**config.mk**
```make
export PLATFORM = sky130hd
export DESIGN_NAME = if_fetch_ctrl
export DESIGN_NICKNAME = d
export VERILOG_FILES = /design/src/rtl/if_fetch_ctrl_pkg.sv /design/src/rtl/if_fetch_ctrl_buf.sv /design/src/rtl/if_fetch_ctrl.sv
export SDC_FILE = /design/constraint.sdc
export NUM_CORES = 1
export LEC_CHECK = 0
export BUFFER_PORTS_ARGS = -buffer_cell sky130_fd_sc_hd__buf_2
export CORE_MARGIN = 2
export CORE_UTILIZATION = 45
export CTS_BUF_LIST = sky130_fd_sc_hd__clkbuf_4
export CTS_CLUSTER_SIZE = 30
export DETAILED_ROUTE_END_ITERATION = 8
export PLACE_DENSITY = 0.74
export SYNTH_ARGS = -nofsm -noshare
export SYNTH_HDL_FRONTEND = slang
export SYNTH_SLANG_ARGS = --single-unit
```
**constraint.sdc**
```tcl
create_clock -name clk -period 2.8 [get_ports clk]
set_clock_uncertainty 0.1 [all_clocks]
set_input_delay 0.42 -clock clk [delete_from_list [all_inputs] [get_ports clk]]
set_output_delay 0.42 -clock clk [all_outputs]
set_load 0.02 [all_outputs]
```
**src/rtl/if_fetch_ctrl_pkg.sv**
```systemverilog
// if_fetch_ctrl_pkg: shared reset/enable levels, bus widths and fetch FSM state encoding
package if_fetch_ctrl_pkg;
  localparam logic RstEnable = 1'b0;
  localparam logic RstDisable = 1'b1;
  localparam logic ChipEnable = 1'b1;
  localparam logic ChipDisable = 1'b0;
  localparam int InstAddrBus = 32;
  localparam int InstBus = 32;
  typedef enum logic [1:0] {IF_IDLE, IF_FETCH, IF_WAIT, IF_DRAIN} if_state_e;
endpackage

```
**src/rtl/if_fetch_ctrl_buf.sv**
```systemverilog
// fetch_buf: 2-entry {pc,inst} FIFO with push, pop, clear, count and combinational head
// ports: clk, rst (active-low sync), i_push/i_pc/i_inst write side, i_pop, i_clear (overrides push/pop),
//        o_count occupancy, o_pc/o_inst head entry
module fetch_buf
  import if_fetch_ctrl_pkg::*;
#(
  parameter int ADDR_W = InstAddrBus,
  parameter int DATA_W = InstBus
) (
  input  logic              clk,
  input  logic              rst,
  input  logic              i_push,
  input  logic              i_pop,
  input  logic              i_clear,
  input  logic [ADDR_W-1:0] i_pc,
  input  logic [DATA_W-1:0] i_inst,
  output logic [1:0]        o_count,
  output logic [ADDR_W-1:0] o_pc,
  output logic [DATA_W-1:0] o_inst
);
  logic [ADDR_W-1:0] r_pc [2];
  logic [DATA_W-1:0] r_inst [2];
  logic              r_rd;
  logic              r_wr;
  logic [1:0]        r_count;
  always_ff @(posedge clk) begin
    if (rst == RstEnable) begin
      r_pc    <= '{default: '0};
      r_inst  <= '{default: '0};
      r_rd    <= 1'b0;
      r_wr    <= 1'b0;
      r_count <= 2'd0;
    end else if (i_clear) begin
      r_rd    <= 1'b0;
      r_wr    <= 1'b0;
      r_count <= 2'd0;
    end else begin
      if (i_push) begin
        r_pc[r_wr]   <= i_pc;
        r_inst[r_wr] <= i_inst;
        r_wr         <= ~r_wr;
      end
      if (i_pop) r_rd <= ~r_rd;
      r_count <= r_count + {1'b0, i_push} - {1'b0, i_pop};
    end
  end
  always_ff @(posedge clk) begin
    if (rst != RstEnable && !i_clear) assert (!(i_push && r_count == 2'd2));
  end
  assign o_count = r_count;
  assign o_pc    = r_pc[r_rd];
  assign o_inst  = r_inst[r_rd];
endmodule

```
**src/rtl/if_fetch_ctrl.sv**
```systemverilog
// if_fetch_ctrl: sequences fetch PCs over an imem req/ack handshake into a 2-entry decode buffer
// ports: clk, rst (active-low sync); flush_i/new_pc_i redirect; imem_ce_o/imem_req_o/imem_addr_o,
//        imem_ack_i/imem_rdata_i memory side; inst_valid_o/inst_o/inst_pc_o/inst_ready_i decode side
module if_fetch_ctrl
  import if_fetch_ctrl_pkg::*;
#(
  parameter int              ADDR_W   = InstAddrBus,
  parameter int              DATA_W   = InstBus,
  parameter logic [ADDR_W-1:0] RESET_PC = '0
) (
  input  logic              clk,
  input  logic              rst,
  input  logic              flush_i,
  input  logic [ADDR_W-1:0] new_pc_i,
  output logic              imem_ce_o,
  output logic              imem_req_o,
  output logic [ADDR_W-1:0] imem_addr_o,
  input  logic              imem_ack_i,
  input  logic [DATA_W-1:0] imem_rdata_i,
  output logic              inst_valid_o,
  output logic [DATA_W-1:0] inst_o,
  output logic [ADDR_W-1:0] inst_pc_o,
  input  logic              inst_ready_i
);
  if_state_e         r_state;
  logic              r_ce;
  logic              r_req;
  logic [ADDR_W-1:0] r_addr;
  logic [ADDR_W-1:0] r_pc;
  logic [1:0]        w_count;
  logic              w_pop;
  logic              w_push;
  logic              w_stall;
  logic [ADDR_W-1:0] w_tgt;
  logic [ADDR_W-1:0] w_pc_inc;
  logic [ADDR_W-1:0] w_next_pc;
  assign w_tgt     = {new_pc_i[ADDR_W-1:2], 2'b00};
  assign w_pc_inc  = r_pc + ADDR_W'(4);
  assign w_next_pc = flush_i ? w_tgt : r_pc;
  assign w_pop     = inst_valid_o && inst_ready_i;
  assign w_push    = r_state == IF_FETCH && imem_ack_i && !flush_i;
  // FETCH always runs with count<2, so only a push onto one entry without a pop fills the buffer
  assign w_stall   = w_count == 2'd1 && !w_pop;
  always_ff @(posedge clk) begin
    if (rst == RstEnable) begin
      r_state <= IF_IDLE;
      r_ce    <= ChipDisable;
      r_req   <= 1'b0;
      r_addr  <= RESET_PC;
      r_pc    <= RESET_PC;
    end else if (r_state == IF_IDLE) begin
      r_state <= IF_FETCH;
      r_ce    <= ChipEnable;
      r_req   <= 1'b1;
      r_pc    <= w_next_pc;
      r_addr  <= w_next_pc;
    end else if (flush_i && r_req && !imem_ack_i) begin
      // outstanding request must finish at its old address; only the target moves
      r_state <= IF_DRAIN;
      r_pc    <= w_tgt;
    end else if (flush_i || (r_state == IF_DRAIN && imem_ack_i)) begin
      r_state <= IF_FETCH;
      r_req   <= 1'b1;
      r_pc    <= w_next_pc;
      r_addr  <= w_next_pc;
    end else if (r_state == IF_FETCH && imem_ack_i) begin
      r_state <= w_stall ? IF_WAIT : IF_FETCH;
      r_req   <= !w_stall;
      r_pc    <= w_pc_inc;
      r_addr  <= w_pc_inc;
    end else if (r_state == IF_WAIT && w_pop) begin
      r_state <= IF_FETCH;
      r_req   <= 1'b1;
    end
  end
  fetch_buf #(.ADDR_W(ADDR_W), .DATA_W(DATA_W)) u_buf (
    .clk     (clk),
    .rst     (rst),
    .i_push  (w_push),
    .i_pop   (w_pop && !flush_i),
    .i_clear (flush_i),
    .i_pc    (r_pc),
    .i_inst  (imem_rdata_i),
    .o_count (w_count),
    .o_pc    (inst_pc_o),
    .o_inst  (inst_o)
  );
  assign inst_valid_o = w_count != 2'd0;
  assign imem_ce_o    = r_ce;
  assign imem_req_o   = r_req;
  assign imem_addr_o  = r_addr;
endmodule
```
; ---- After elaboration in Yosys (flattened, before gate mapping)
; Index checks and enable logic that the tools add are counted.
[totals]
output_inout_bits = 99
register_bits = 200
[op_classes]
mux = 28
reduce_logical = 27
n_lt_le_gt_ge = 3
n_eq_ne = 5
add_sub_neg = 3
n_bitwise = 6
[op_table]
columns = operator, n
row1 = $mux W32, 14
row2 = $bwmux W64, 2
row3 = $add A32 B3 Y32 const B, 1
row4 = $demux W32 S1, 1
row5 = $reduce_bool A4 Y1, 3
row6 = $logic_and A1 B1 Y1, 10
row7 = $mux W2, 5
row8 = $mux W1, 6
row9 = $reduce_and A2 Y1, 3
row10 = $reduce_bool A5 Y1, 1
row11 = $eq A2 B1 Y1 const B, 2
row12 = $eq A2 B2 Y1 const B, 2
row13 = $ge A2 B2 Y1 const B, 2
row14 = $logic_not A1 Y1, 4
row15 = $not A1 Y1, 4
row16 = $not A1 Y2, 2
row17 = $reduce_or A2 Y1, 2
row18 = $reduce_bool A3 Y1, 1
row19 = $add A2 B1 Y2, 1
row20 = $logic_not A2 Y1, 1
row21 = $lt A2 B1 Y1 const B, 1
row22 = $ne A2 B2 Y1 const B, 1
row23 = $reduce_bool A2 Y1, 1
row24 = $sub A2 B1 Y2, 1
row25 = $logic_or A1 B1 Y1, 1

; ---- Depth between registers and ports, before layout
; Gate-level depths: netlist of the first run.
[logic_depth]
ltp_word = 9
ltp_mapped = 10

; ---- Hierarchy
; From an unflattened synthesis of the first run, not the netlist that was laid out.
[unflattened]
cells_unflattened = 1056
area_unflattened_um2 = 9711.8
[modules_own_cells]
columns = mod, seq_area_each_um2, area_each_um2, cells_per_inst, instances
row1 = fetch_buf, 2642.5, 5840.6, 573, 1
row2 = if_fetch_ctrl, 1361.3, 3871.2, 483, 1

; ---- Worst setup path after synthesis of the first run
; OpenSTA, ideal clock, no wires.
[synth_timing]
path_kind = input to register
startpoint = input port flush_i
endpoint = register u_buf.r_count[1] (netlist: u_buf.o_count[1])
cell_stages = 10
setup_time_ns = 0.115
path_slack_ns = 0.520
required_ns = 2.585
arrival_ns = 2.065
n_path_buf = 3
cell_sequence = buf_2 > clkbuf_1 > clkbuf_1 > nor2_1 > ha_1 > inv_1 > ha_1 > xor2_1 > xnor2_1 > nor2_1
[synth_lines]
columns = element, line_no
row1 = from (decl), if_fetch_ctrl.sv:13  ; input logic flush_i,
row2 = $logic_not A1 Y1, n/a
row3 = $logic_and A1 B1 Y1, if_fetch_ctrl.sv:80  ; .i_pop (w_pop && !flush_i),
row4 = named net u_buf.i_pop, if_fetch_ctrl_buf.sv:13  ; input logic i_pop,
row5 = $sub A2 B1 Y2, if_fetch_ctrl_buf.sv:44  ; r_count <= r_count + {1'b0, i_push} - {1'b0, i_pop};
row6 = to (signal assigned), if_fetch_ctrl_buf.sv:44
row7 = to (decl), if_fetch_ctrl_buf.sv:25  ; logic [1:0] r_count;
; The timed path passes the listed nets, and every way through them passes these cells.
; A chain may end at the register's enable or synchronous reset.

; ---- Worst setup path in the final report of the first run
[layout_timing]
startpoint = register r_pc[8]
endpoint = register r_addr[31] (netlist: imem_addr_o[31])
[layout_between]
elab_chain_len = 5
[layout_rtl]
columns = element, line_no
row1 = from (decl), if_fetch_ctrl.sv:29  ; logic [ADDR_W-1:0] r_pc;
row2 = from (signal assigned), if_fetch_ctrl.sv:55  ; r_pc <= w_next_pc;
row3 = from (signal assigned), if_fetch_ctrl.sv:60  ; r_pc <= w_tgt;
row4 = from (signal assigned), if_fetch_ctrl.sv:64  ; r_pc <= w_next_pc;
row5 = $add A32 B3 Y32, if_fetch_ctrl.sv:38  ; assign w_pc_inc = r_pc + ADDR_W'(4);
row6 = $mux W32, if_fetch_ctrl.sv:66  ; end else if (r_state == IF_FETCH && imem_ack_i) begin
row7 = $mux W32, if_fetch_ctrl.sv:61  ; end else if (flush_i || (r_state == IF_DRAIN && imem_ack_i)) begin
row8 = $mux W32, if_fetch_ctrl.sv:57  ; end else if (flush_i && r_req && !imem_ack_i) begin
row9 = $mux W32, if_fetch_ctrl.sv:51  ; end else if (r_state == IF_IDLE) begin
row10 = to (signal assigned), if_fetch_ctrl.sv:56  ; r_addr <= w_next_pc;
row11 = to (signal assigned), if_fetch_ctrl.sv:65  ; r_addr <= w_next_pc;
row12 = to (signal assigned), if_fetch_ctrl.sv:70  ; r_addr <= w_pc_inc;
row13 = to (decl), if_fetch_ctrl.sv:28  ; logic [ADDR_W-1:0] r_addr;
; Every way passes these cells. The select of a mux whose other input is x is not followed.

==> metrics.md, run 1 <==
| Metric | Value |
|---|---|
| Status | `complete, no violations` |
| Core Util, Final | `0.5403` |
| DIE AREA | `approximately 21000 um2` |
| Core ar. | `20040 um2` |
| Sequential power share | `0.561` |
| Warnings from Yosys | `0` |
| Clock transition at the registers of the reported paths | `approximately 0.17 ns` |
| Sw Share | `0.3115` |
| Seq/Total Area, Yosys | `0.4400` |
| Clock share of power | `0.295` |
| Area Growth Syn to Fin | `19.00%` |
| Number of flops mapped to enable cells by yosys | `0` |
| Min Tclk post-route | `about 2.5 ns` |
| RSZ-0062 raised after global routing | `no` |
| Post-CTS Resized | `0` |
| Aggregate global-route resource usage | `0.2414` |
| Crit start category | `flip-flop` |
| Max Cap Violations | `0` |
| Via/cell ratio | `5.529` |
| Pre-antenna DRT Iters | `7` |
| Hold Crit Class | `input pin to flip-flop` |
| Yosys reg bits | `200` |
| Max IR drop VDD | `around 0.25 mV` |
| Min-Delay Path Depth | `3` |
| CP arrival | `2.94 ns` |
| Cell variety after synth | `roughly 70` |
| Avg Cell Area, Syn | `between 8 and 9 um2` |
| First-pass GRT wire length | `42.05 mm` |
| Clock latency on the worst-skew pair | `~0.60 ns` |
| Mapped cell area | `9099 um2` |
| Mapped Cells | `1123` |
| Vias in the first global route | `just over 8000` |
| CTS max path bufs | `2` |
| Buffers added on ports | `roughly 170` |
| Routed WL | `roughly 26 mm` |
| Total power | `between 5 and 6 mW` |
| Ratio of cells with drive above 1 in the final layout | `0.2544` |
| Fmax achieved | `around 400 MHz` |
| Drt initial violations | `between 700 and 800` |
| Synthesized net count | `1195` |
| H-tree levels | `4` |
| Row count | `52` |
| Total number of vias | `between 8000 and 9000` |
| Worst slew margin relative to its limit | `0.6229` |
| Leak | `4.274 nW` |
| CP Capture Type | `flip-flop` |
| Routability cong. | `between 0.8 and 0.9` |
| Final layout net count | `between 1000 and 1500` |
| Critical Path RT | `between 3 and 4 ns` |
| Global route overflow | `0` |
| R2R depth | `5` |
| HPWL after DPL | `around 17 mm` |
| Critical Path Fanout Max | `9` |
| Fin Setup TNS | `0 ns` |
| Final worst-path cycle share | `0.8910` |
| Internal power | `about 3.8 mW` |
| Synth Flop Type | `dfxtp_1` |
| CTS tree | `built` |
| Die Height | `roughly 150 um` |
| Root Driver | `clkbuf_4` |
| DRC | `0` |
| Die width | `between 100 and 150 um` |
| Final Hold Viols | `0` |
| Worst Tran Pin Value | `about 0.56 ns` |
| DR WL/cell | `approximately 17 um` |
| Pins over their slew limit | `0` |
| Initial antenna violation count | `1` |
| Final setup violation count | `0` |
| Clock buffer count from CTS | `17` |
| Largest net degree at the start of global routing | `between 60 and 70` |
| PD cells | `just over 500 nW/um2` |
| Crit path kind | `flip-flop to flip-flop` |
| I/O pin count | `roughly 170` |
| Initial Util | `0.4540` |
| Post-route ant nets | `0` |
| Async set-reset flop share out of synthesis | `0` |
| Combinational fraction of design power | `0.144` |
| Clock Sinks | `200` |
| P_sw | `between 1.5 and 2 mW` |
per-layer routing:
metal / part of all wire / wire length (um) / track usage
met1: 0.45 / 11730 / 0.3319
met2: 0.46 / 12080 / 0.3939
met5: 0 / 0 / 0
met4: 0.014 / 369 / 0.06165
met3: 0.076 / 1988 / 0.04375
synth_stat cells, types with 4 or more instances:
| cell | count | area, um2 |
|---|---|---|
| a211oi_1 | 6 | 45.04 |
| a21oi_1 | 148 | 740.7 |
| a2bb2oi_1 | 4 | 35.03 |
| a311oi_1 | 5 | 43.79 |
| a31oi_1 | 8 | 50.05 |
| and3_1 | 11 | 68.82 |
| and4_1 | 7 | 61.31 |
| buf_1 | 6 | 22.52 |
| buf_2 | 22 | 110.1 |
| clkbuf_1 | 61 | 229.0 |
| dfxtp_1 | 200 | 4004 |
| inv_1 | 12 | 45.04 |
| mux2_2 | 67 | 754.5 |
| mux2i_1 | 5 | 50.05 |
| nand2_1 | 286 | 1074 |
| nand2b_1 | 5 | 31.28 |
| nand3_1 | 35 | 175.2 |
| nand4_1 | 10 | 62.56 |
| nor2_1 | 43 | 161.4 |
| nor3_1 | 27 | 135.1 |
| nor4_1 | 6 | 37.54 |
| o21a_1 | 8 | 60.06 |
| o21ai_0 | 36 | 180.2 |
| o21ai_1 | 6 | 30.03 |
| o22ai_1 | 7 | 43.79 |
| o31ai_1 | 10 | 75.07 |
| xor2_1 | 5 | 43.79 |
final timing paths:
check | start | to | slack, ns
setup reg to reg | r_pc[8] | imem_addr_o[31] | 0.31
hold reg to reg | u_buf.r_pc[23] | u_buf.r_pc[23] | 0.36
setup / recovery | r_pc[8] | imem_addr_o[31] | 0.31
hold / removal | new_pc_i[30] | r_pc[30] | 0.05
worst max-delay path: stages (launching register included):
cell	delay, ns
dfxtp_1	0.53
and4_1	0.47
nand4_1	0.32
nor4_1	0.49
mux2_2	0.41
o21ai_1	0.13
power by group through the flow:
stage	clock network, mW	registers (mW)	logic [mW]
6_report	1.62	3.07	0.789
5_1_grt	1.78	3.09	0.856
4_1_cts	1.67	3.07	0.781
3_5_place_dp	0	3.13	0.738
3_3_place_gp	0	3.13	0.732
2_1_floorplan	0	3.14	0.444
state kept, by name (all words and copies together), names as in the netlist:
| signal | flops |
|---|---|
| u_buf.r_pc | 64 |
| imem_req_o | 1 |
| r_pc | 32 |
| u_buf.o_count | 2 |
| u_buf.r_rd | 1 |
| u_buf.r_wr | 1 |
| imem_ce_o | 1 |
| r_state | 2 |
| u_buf.r_inst | 64 |
| imem_addr_o | 32 |
layout by cell type (no fill, tap or decap), drive strengths merged, types with 3 or more instances in the layout:
master / synthesis / routed
and3: 14 / 14
nand2: 287 / 287
mux2i: 5 / 5
o311ai: 3 / 3
a31o: 3 / 3
nand4: 10 / 10
nand3: 37 / 37
o21a: 8 / 8
and4: 7 / 7
o32a: 3 / 3
nor2: 45 / 45
nor2b: 3 / 3
nand3b: 3 / 3
or4: 3 / 3
buf: 32 / 200
nand2b: 5 / 5
nor4: 9 / 9
a311oi: 5 / 5
nor3: 29 / 29
o221a: 3 / 3
and2: 4 / 4
o22ai: 7 / 7
o31a: 4 / 4
inv: 12 / 22
a21oi: 148 / 148
dfxtp: 200 / 200
clkinv: 0 / 3
a32o: 3 / 3
xnor2: 3 / 3
o21ai: 42 / 42
o31ai: 10 / 10
xor2: 5 / 5
a2bb2oi: 4 / 4
a211oi: 6 / 6
o41ai: 4 / 4
dlygate4sd3: 0 / 36
a31oi: 8 / 8
clkbuf: 62 / 17
mux2: 67 / 67
ha: 3 / 3
area by class of cell:
cell class / instances / area, um2
antenna: 1 / 2.502
clock buffer: 17 / 127.6
clock inverter: 15 / 181.4
fill: 1934 / 9211
inverter: 12 / 47.55
multi-input combinational: 817 / 4652
sequential: 200 / 4005
tap: 270 / 337.8
timing repair buffer: 236 / 1474
what timing repair did:
item	in CTS	in global routing
hold buffers	36	0
buffers inserted	0	0
endpoints found under the hold margin	68	0
kinds of logic after synthesis:
group	synth area share
adder cells (fa/ha/maj)	0.004126
AO/OA/AOI/OAI	0.1814
buffers and inverters	0.04937
flip-flops	0.4400
XOR/XNOR	0.007701
multiplexers	0.08842
AND/OR/NAND/NOR	0.2290
metrics by stage:
stage / cell area, um2 / std cells / setup slack [ns] / hold WS, ns
after detailed placement: 10160 / 1499 / 0.4048 / 0.3433
after global placement: 10160 / 1499 / 0.4809 / 0.3378
final: 10830 / 1568 / 0.3053 / 0.04872
after CTS: 10830 / 1567 / 0.2639 / 0.009551
after floorplan: 9099 / 1123 / 0.5201 / 0.3329
after global routing: 10830 / 1568 / 0.1916 / 0.02592
(Power assumes the default switching activity.)
==> run 2: changes to the inputs <==
--- a/config.mk
+++ b/config.mk
@@ -5,8 +5,8 @@
 export SDC_FILE = /design/constraint.sdc
 export NUM_CORES = 1
 export LEC_CHECK = 0
+export ABC_AREA = 1
 export BUFFER_PORTS_ARGS = -buffer_cell sky130_fd_sc_hd__buf_2
-export CORE_MARGIN = 2
 export CORE_UTILIZATION = 45
 export CTS_BUF_LIST = sky130_fd_sc_hd__clkbuf_4
 export CTS_CLUSTER_SIZE = 30
==> run 2 against run 1 <==
Net effect: synthesized area rose by 3.3%; hold slack improved by 0.024 ns; synthesized cell count rose by 20%; power rose by 8.2%; critical endpoint is now inst_o[13]; register-to-register slack improved by 0.10 ns; clock power barely moved.
==> metrics.md, run 2 <==
| Metric | Value |
|---|---|
| Worst slew margin relative to its limit | `0.3443` |
| Aggregate global-route resource usage | `0.2344` |
| Ratio of cells with drive above 1 in the final layout | `0.1574` |
| First-pass GRT wire length | `around 40 mm` |
| Synth top area cells | `dfxtp_1, o21ai_0, nor2_1, a21oi_1, nand2_1` |
| Routability cong. | `about 0.9` |
| Post-route ant nets | `0` |
| Synthesized-area fraction occupied by adder cells | `0.003994` |
| Clock Sinks | `200` |
| Total number of vias | `9308` |
| Synthesized net count | `around 1400` |
| Final worst-path cycle share | `0.9309` |
| Top flop regs | `u_buf.r_inst x64, u_buf.r_pc x64` |
| Cell variety after synth | `40` |
| Min-Delay Endpoint | `r_pc[30]` |
| Mapped Cells | `around 1400` |
| Most frequent cells in the layout | `o21ai_0, nor2_1, dfxtp_1` |
| Main combinational cell family by area after synthesis | `compound AO/OA/AOI/OAI gates` |
| Number of flops mapped to enable cells by yosys | `0` |
| DRC | `0` |
| Seq/Total Area, Yosys | `0.4260` |
| Xor/xnor share of the synthesized area | `0.01211` |
| Die width | `around 150 um` |
| Met3 Use GR | `0.03813` |
| Mapped cell area | `between 9000 and 10000 um2` |
| Drt initial violations | `700` |
| Most common cell after layout, fill and taps aside | `o21ai_0` |
| Pre-antenna DRT Iters | `5` |
| Setup slack, reg-to-reg | `slightly above 0.4 ns` |
| DR WL/cell | `approximately 14 um` |
| Post-CTS Resized | `0` |
| Buffers added on ports | `between 150 and 200` |
| PD cells | `540.7 nW/um2` |
| Max IR drop VDD | `0.2661 mV` |
| Routed WL | `25.18 mm` |
| Crit start category | `flip-flop` |
| Compound-Gate Fraction of Synth Area | `0.2603` |
| Min-Delay Path Depth | `3` |
| Hold_sp | `new_pc_i[30]` |
| Critical Path Fanout Max | `about 70` |
| Synth top area share | `0.4260` |
| Max Cap Violations | `0` |
| Synth Flop Type | `dfxtp_1` |
| CP Capture Type | `output port` |
| Worst R2R Start | `r_state[1]` |
| Pins over their slew limit | `0` |
| Warnings from Yosys | `0` |
| Most common cell in the netlist | `o21ai_0` |
| Hold_buf cts | `35` |
| Final layout net count | `approximately 1600` |
| Root Driver | `clkbuf_4` |
| Avg Cell Area, Syn | `approximately 7 um2` |
| List of most frequent post-synthesis cells | `o21ai_0, nor2_1, dfxtp_1, nand2_1, a21oi_1` |
| Layout fillers | `1980` |
| M2 GR Usage | `0.3755` |
| Grt met1 use | `0.3212` |
| Worst Tran Pin Value | `approximately 1 ns` |
| Fin Setup TNS | `0 ns` |
| Initial antenna violation count | `0` |
| Place WS | `0.2891 ns` |
| Row count | `52` |
| Crit path kind | `flip-flop to output port` |
| Min Tclk post-route | `~2.6 ns` |
| Leak | `about 4.8 nW` |
| Yosys reg bits | `200` |
| Core ar. | `just over 20000 um2` |
| Global route overflow | `0` |
| Fmax achieved | `around 380 MHz` |
| Via/cell ratio | `5.241` |
| Async set-reset flop share out of synthesis | `0` |
| Post-CTS Setup Inserts | `0` |
| CTS tree | `built` |
| Simple-Gate Fraction of Synth Area | `0.1840` |
| R2R depth | `9` |
| Gr busiest metal | `met2` |
| Clock latency on the worst-skew pair | `0.59 ns` |
| Clock transition at the registers of the reported paths | `between 0.15 and 0.2 ns` |
| Worst r2r dst | `r_pc[30]` |
| Die Height | `between 100 and 150 um` |
| I/O pin count | `168` |
| HPWL after DPL | `~16 mm` |
| H-tree levels | `4` |
| Worst Slack Setup Final | `around 0.19 ns` |
| Hold Crit Class | `input pin to flip-flop` |
| Largest net degree at the start of global routing | `~190` |
| Critical Path RT | `2.28 ns` |
| Inserted Diodes | `0` |
| RSZ-0062 raised after global routing | `no` |
| DIE AREA | `~21000 um2` |
| CTS max path bufs | `2` |
| Final Hold Viols | `0` |
| Cell accounting for the most synthesized area | `dfxtp_1` |
| Clock buffer count from CTS | `17` |
| Area Growth Syn to Fin | `16.71%` |
| Initial Util | `0.4615` |
| Vias in the first global route | `roughly 8300` |
| CP arrival | `roughly 2.1 ns` |
| Mux cell area share after synthesis | `0.01917` |
| Status | `complete, no violations` |
| Final setup violation count | `0` |
## run 2: changes by cell type in the layout (fill, tap and decap cells not counted), sizes merged, moves of 17 or more
cell,before,now
nor2,45,217
inv,22,132
mux2,67,0
buf,200,177
o21ai,42,301
nand3,37,20
nand2,287,177
nor3,29,1
## run 2: cell type report
type / instances / area [um2] / area share
Multi-Input combinational cell: 937 / 4514 / 0.4115
Tap cell: 270 / 337.8 / 0.03080
Clock inverter: 15 / 178.9 / 0.01631
Inverter: 125 / 471.7 / 0.04300
Sequential cell: 200 / 4008 / 0.3653
Timing Repair Buffer: 212 / 1331 / 0.1214
Clock buffer: 17 / 127.6 / 0.01163
## run 2: logic make-up (layout without fill, tap and decap cells)
group	Yosys count	in the layout
AOI/OAI and AO/OA	475	475
xor gates and xnor gates	13	13
adders and majority gates	3	3
buffers and inverters	216	369
DFF	200	200
muxes	18	18
and+or+nand+nor	428	428
## run 2: worst max-delay path, stage by stage (launching register included)
cell and delay, ns:
dfxtp_4 0.79, buf_12 0.29, nand2_1 0.07, o21ai_0 0.10
buf_2 0.21
## run 2: worst max path at each step
stage / startpoint / to / slack, ns
2_1_floorplan: u_buf.r_rd / inst_pc_o[20] / 0.88
3_3_place_gp: imem_ack_i / imem_addr_o[4] / 0.29
3_5_place_dp: imem_ack_i / imem_addr_o[4] / 0.29
4_1_cts: u_buf.r_rd / inst_o[31] / 0.14
5_1_grt: u_buf.r_rd / inst_o[13] / 0.009
6_report: u_buf.r_rd / inst_o[13] / 0.19
## run 2: per-layer routing
layer,wire length (um),share of wire
met1,11830,0.47
met4,447,0.018
met5,0,0
met3,1719,0.068
met2,11180,0.44
## run 2: power by group
part	switching, mW	internal (mW)
logic	0.703	0.389
registers	0.173	3.02
clock network	1.08	0.566
## run 2: per-stage QoR
| stage | hold slack (ns) | util | cells | power [mW] | area (um2) |
|---|---|---|---|---|---|
| after floorplan | 0.3244 | - | 1353 | 3.936 | 9399 |
| final | 0.07252 | 0.5386 | 1776 | 5.931 | 10970 |
| after CTS | 0.00002970 | 0.5386 | 1776 | 5.972 | 10970 |
| after global routing | 0.02638 | 0.5386 | 1776 | 6.243 | 10970 |
| after global placement | 0.3335 | 0.5064 | 1709 | 4.267 | 10310 |
| after detailed placement | 0.3388 | 0.5064 | 1709 | 4.289 | 10310 |
==> run 3: changes to the inputs <==
--- a/config.mk
+++ b/config.mk
@@ -11,7 +11,7 @@
 export CTS_BUF_LIST = sky130_fd_sc_hd__clkbuf_4
 export CTS_CLUSTER_SIZE = 30
 export DETAILED_ROUTE_END_ITERATION = 8
-export PLACE_DENSITY = 0.74
+export PLACE_DENSITY = 0.67
 export SYNTH_ARGS = -nofsm -noshare
 export SYNTH_HDL_FRONTEND = slang
 export SYNTH_SLANG_ARGS = --single-unit
==> run 3 against run 2 <==
Net effect: setup slack better by 0.18 ns; via count shrank 1.0%; sequential cell count unchanged; register-to-register slack worse by 0.04 ns; largest power group unchanged; sequential power about the same; routed wire length grew 2.0%; design area grew 0.41%; cell count rose by 0.51%.
==> metrics.md, run 3 (synthesis results as in run 2) <==
| Metric | Value |
|---|---|
| Status | `complete, no violations` |
| Finished Cell Area | `about 11000 um2` |
| Pre-antenna DRT Iters | `5` |
| Min Tclk post-route | `approximately 2.4 ns` |
| Routability cong. | `0.8846` |
| Final setup violation count | `0` |
| Most common cell after layout, fill and taps aside | `o21ai_0` |
| Total number of vias | `9211` |
| Global route overflow | `0` |
| Clock buffer count from CTS | `17` |
| DR WL/cell | `14.39 um` |
| Sw Share | `0.3236` |
| CTS tree | `built` |
| Clock transition at the registers of the reported paths | `around 0.16 ns` |
| Max Cap Violations | `0` |
| DIE AREA | `21470 um2` |
| Layout fillers | `roughly 2000` |
| CTS max path bufs | `2` |
| Final layout net count | `1572` |
| Worst Tran Pin Value | `between 1 and 1.5 ns` |
| Internal power | `between 3 and 4 mW` |
| Buffers added on ports | `165` |
| DRC | `0` |
| Hold Crit Class | `input pin to flip-flop` |
| Area Growth Syn to Fin | `17.19%` |
| Drt initial violations | `677` |
| Min-Delay Path Depth | `3` |
| Final worst-path cycle share | `0.8671` |
| First-pass GRT wire length | `around 42 mm` |
| Fmax achieved | `411.9 MHz` |
| Clock Sinks | `200` |
| Die Height | `146.5 um` |
| Worst R2R Start | `r_state[1]` |
| Top flop regs | `u_buf.r_inst x64, u_buf.r_pc x64` |
| PD cells | `roughly 530 nW/um2` |
| Sequential power share | `0.542` |
| Routed WL | `about 26 mm` |
| CP arrival | `about 2.8 ns` |
| Core ar. | `between 20000 and 25000 um2` |
| Pins over their slew limit | `0` |
| Largest net degree at the start of global routing | `between 100 and 150` |
| Hold_ws | `0.04649 ns` |
| Initial antenna violation count | `1` |
| Setup slack, reg-to-reg | `around 0.37 ns` |
| Via/cell ratio | `between 5 and 6` |
| Final Hold Viols | `0` |
| Combinational fraction of design power | `0.188` |
| Crit. Startpoint | `r_state[1]` |
| P_sw | `between 1.5 and 2 mW` |
| R2R depth | `7` |
| Root Driver | `clkbuf_4` |
| Critical Path RT | `about 3.2 ns` |
| RSZ-0062 raised after global routing | `no` |
| Critical path endpoint | `imem_addr_o[4]` |
| Worst r2r dst | `imem_addr_o[4]` |
| Leak | `around 4.8 nW` |
| Die width | `approximately 150 um` |
| Total power | `between 5 and 6 mW` |
| Aggregate global-route resource usage | `0.2406` |
| Fin Setup TNS | `0 ns` |
| I/O pin count | `168` |
| Crit start category | `flip-flop` |
| Vias in the first global route | `approximately 8500` |
| Critical Path Fanout Max | `43` |
| Area after DPL | `10340 um2` |
| Worst slew margin relative to its limit | `0.3197` |
| Post-route ant nets | `0` |
| Clock latency on the worst-skew pair | `approximately 0.59 ns` |
| Most frequent cells in the layout | `o21ai_0, nor2_1, dfxtp_1` |
| Clock share of power | `0.270` |
| CP Capture Type | `flip-flop` |
| Crit path kind | `flip-flop to flip-flop` |
| Ratio of cells with drive above 1 in the final layout | `0.1593` |
| HPWL after DPL | `roughly 16 mm` |
| Initial Util | `0.4615` |
| H-tree levels | `4` |
| Max IR drop VDD | `between 0.2 and 0.3 mV` |
| Row count | `52` |
[run 3: changes by cell type in the layout (fill, tap and decap cells not counted)]
cell           delta
buf_4             +6
clkbuf_4          +2
clkinv_1          +2
clkinv_2          -1
clkinv_4          +3
clkinv_8          -1
clkinvlp_4        +1
diode_2           +2
dlygate4sd3_1     +1
inv_6             -7
inv_8             +1
[run 3: power groups by stage]
stage / clock [mW] / combinational, mW / sequential [mW]
2_1_floorplan: 0 / 0.675 / 3.26
3_3_place_gp: 0 / 1.04 / 3.24
3_5_place_dp: 0 / 1.05 / 3.24
4_1_cts: 1.62 / 1.10 / 3.18
5_1_grt: 1.76 / 1.23 / 3.21
6_report: 1.59 / 1.10 / 3.19
[run 3: worst max-delay path, cell delays in order (launching register included)]
cell and delay (ns):
dfxtp_1 0.43, nor2_2 0.27, nor2_4 0.09, nor2_4 0.75, inv_1 0.09, buf_4 0.26, o21ai_0 0.27, nor2_1 0.06
[run 3: worst min path at each step]
stage | endpoint | start | slack [ns]
after floorplan | u_buf.r_inst[32] | u_buf.r_inst[32] | 0.32
after global placement | u_buf.r_inst[56] | u_buf.r_inst[56] | 0.33
after detailed placement | u_buf.r_inst[32] | u_buf.r_inst[32] | 0.34
after CTS | r_state[1] | flush_i | 0.0002
after global routing | r_pc[3] | new_pc_i[3] | 0.009
final | r_pc[3] | new_pc_i[3] | 0.05
[run 3: repair_timing]
| item | in CTS | in global routing |
|---|---|---|
| hold buffers | 35 | 1 |
| buffers inserted | 0 | 1 |
| endpoints found under the setup margin | 0 | 5 |
| resized for setup | 0 | 0 |
| endpoints found under the hold margin | 60 | 1 |
[run 3: final cells by class]
| cell class | instances | area, um2 | share of cell area |
|---|---|---|---|
| diodes | 2 | 5.005 | 0.0004544 |
| clock buffers | 19 | 142.6 | 0.01295 |
| clock inverters | 13 | 148.9 | 0.01352 |
| inverters | 125 | 471.7 | 0.04283 |
| multi-input cells | 937 | 4514 | 0.4099 |
| flip-flops and latches | 200 | 4008 | 0.3639 |
| well taps | 270 | 337.8 | 0.03067 |
| repair buffers | 219 | 1386 | 0.1259 |
[run 3: layer usage]
metal  global-route usage  routed length (um)  vias up
met5                    0                   0        -
met4              0.07656                 430        0
met3              0.03781                1526       33
met2               0.3805               11370      303
met1               0.3346               12360     4142
li1                     -                   -     4733
[run 3: through the flow]
step,util,setup slack [ns],instances
2_1_floorplan,-,0.8791,1353
3_3_place_gp,0.5076,0.3354,1714
3_5_place_dp,0.5076,0.2864,1714
4_1_cts,0.5391,0.1313,1781
5_1_grt,0.5409,0.1559,1785
6_report,0.5409,0.3721,1785
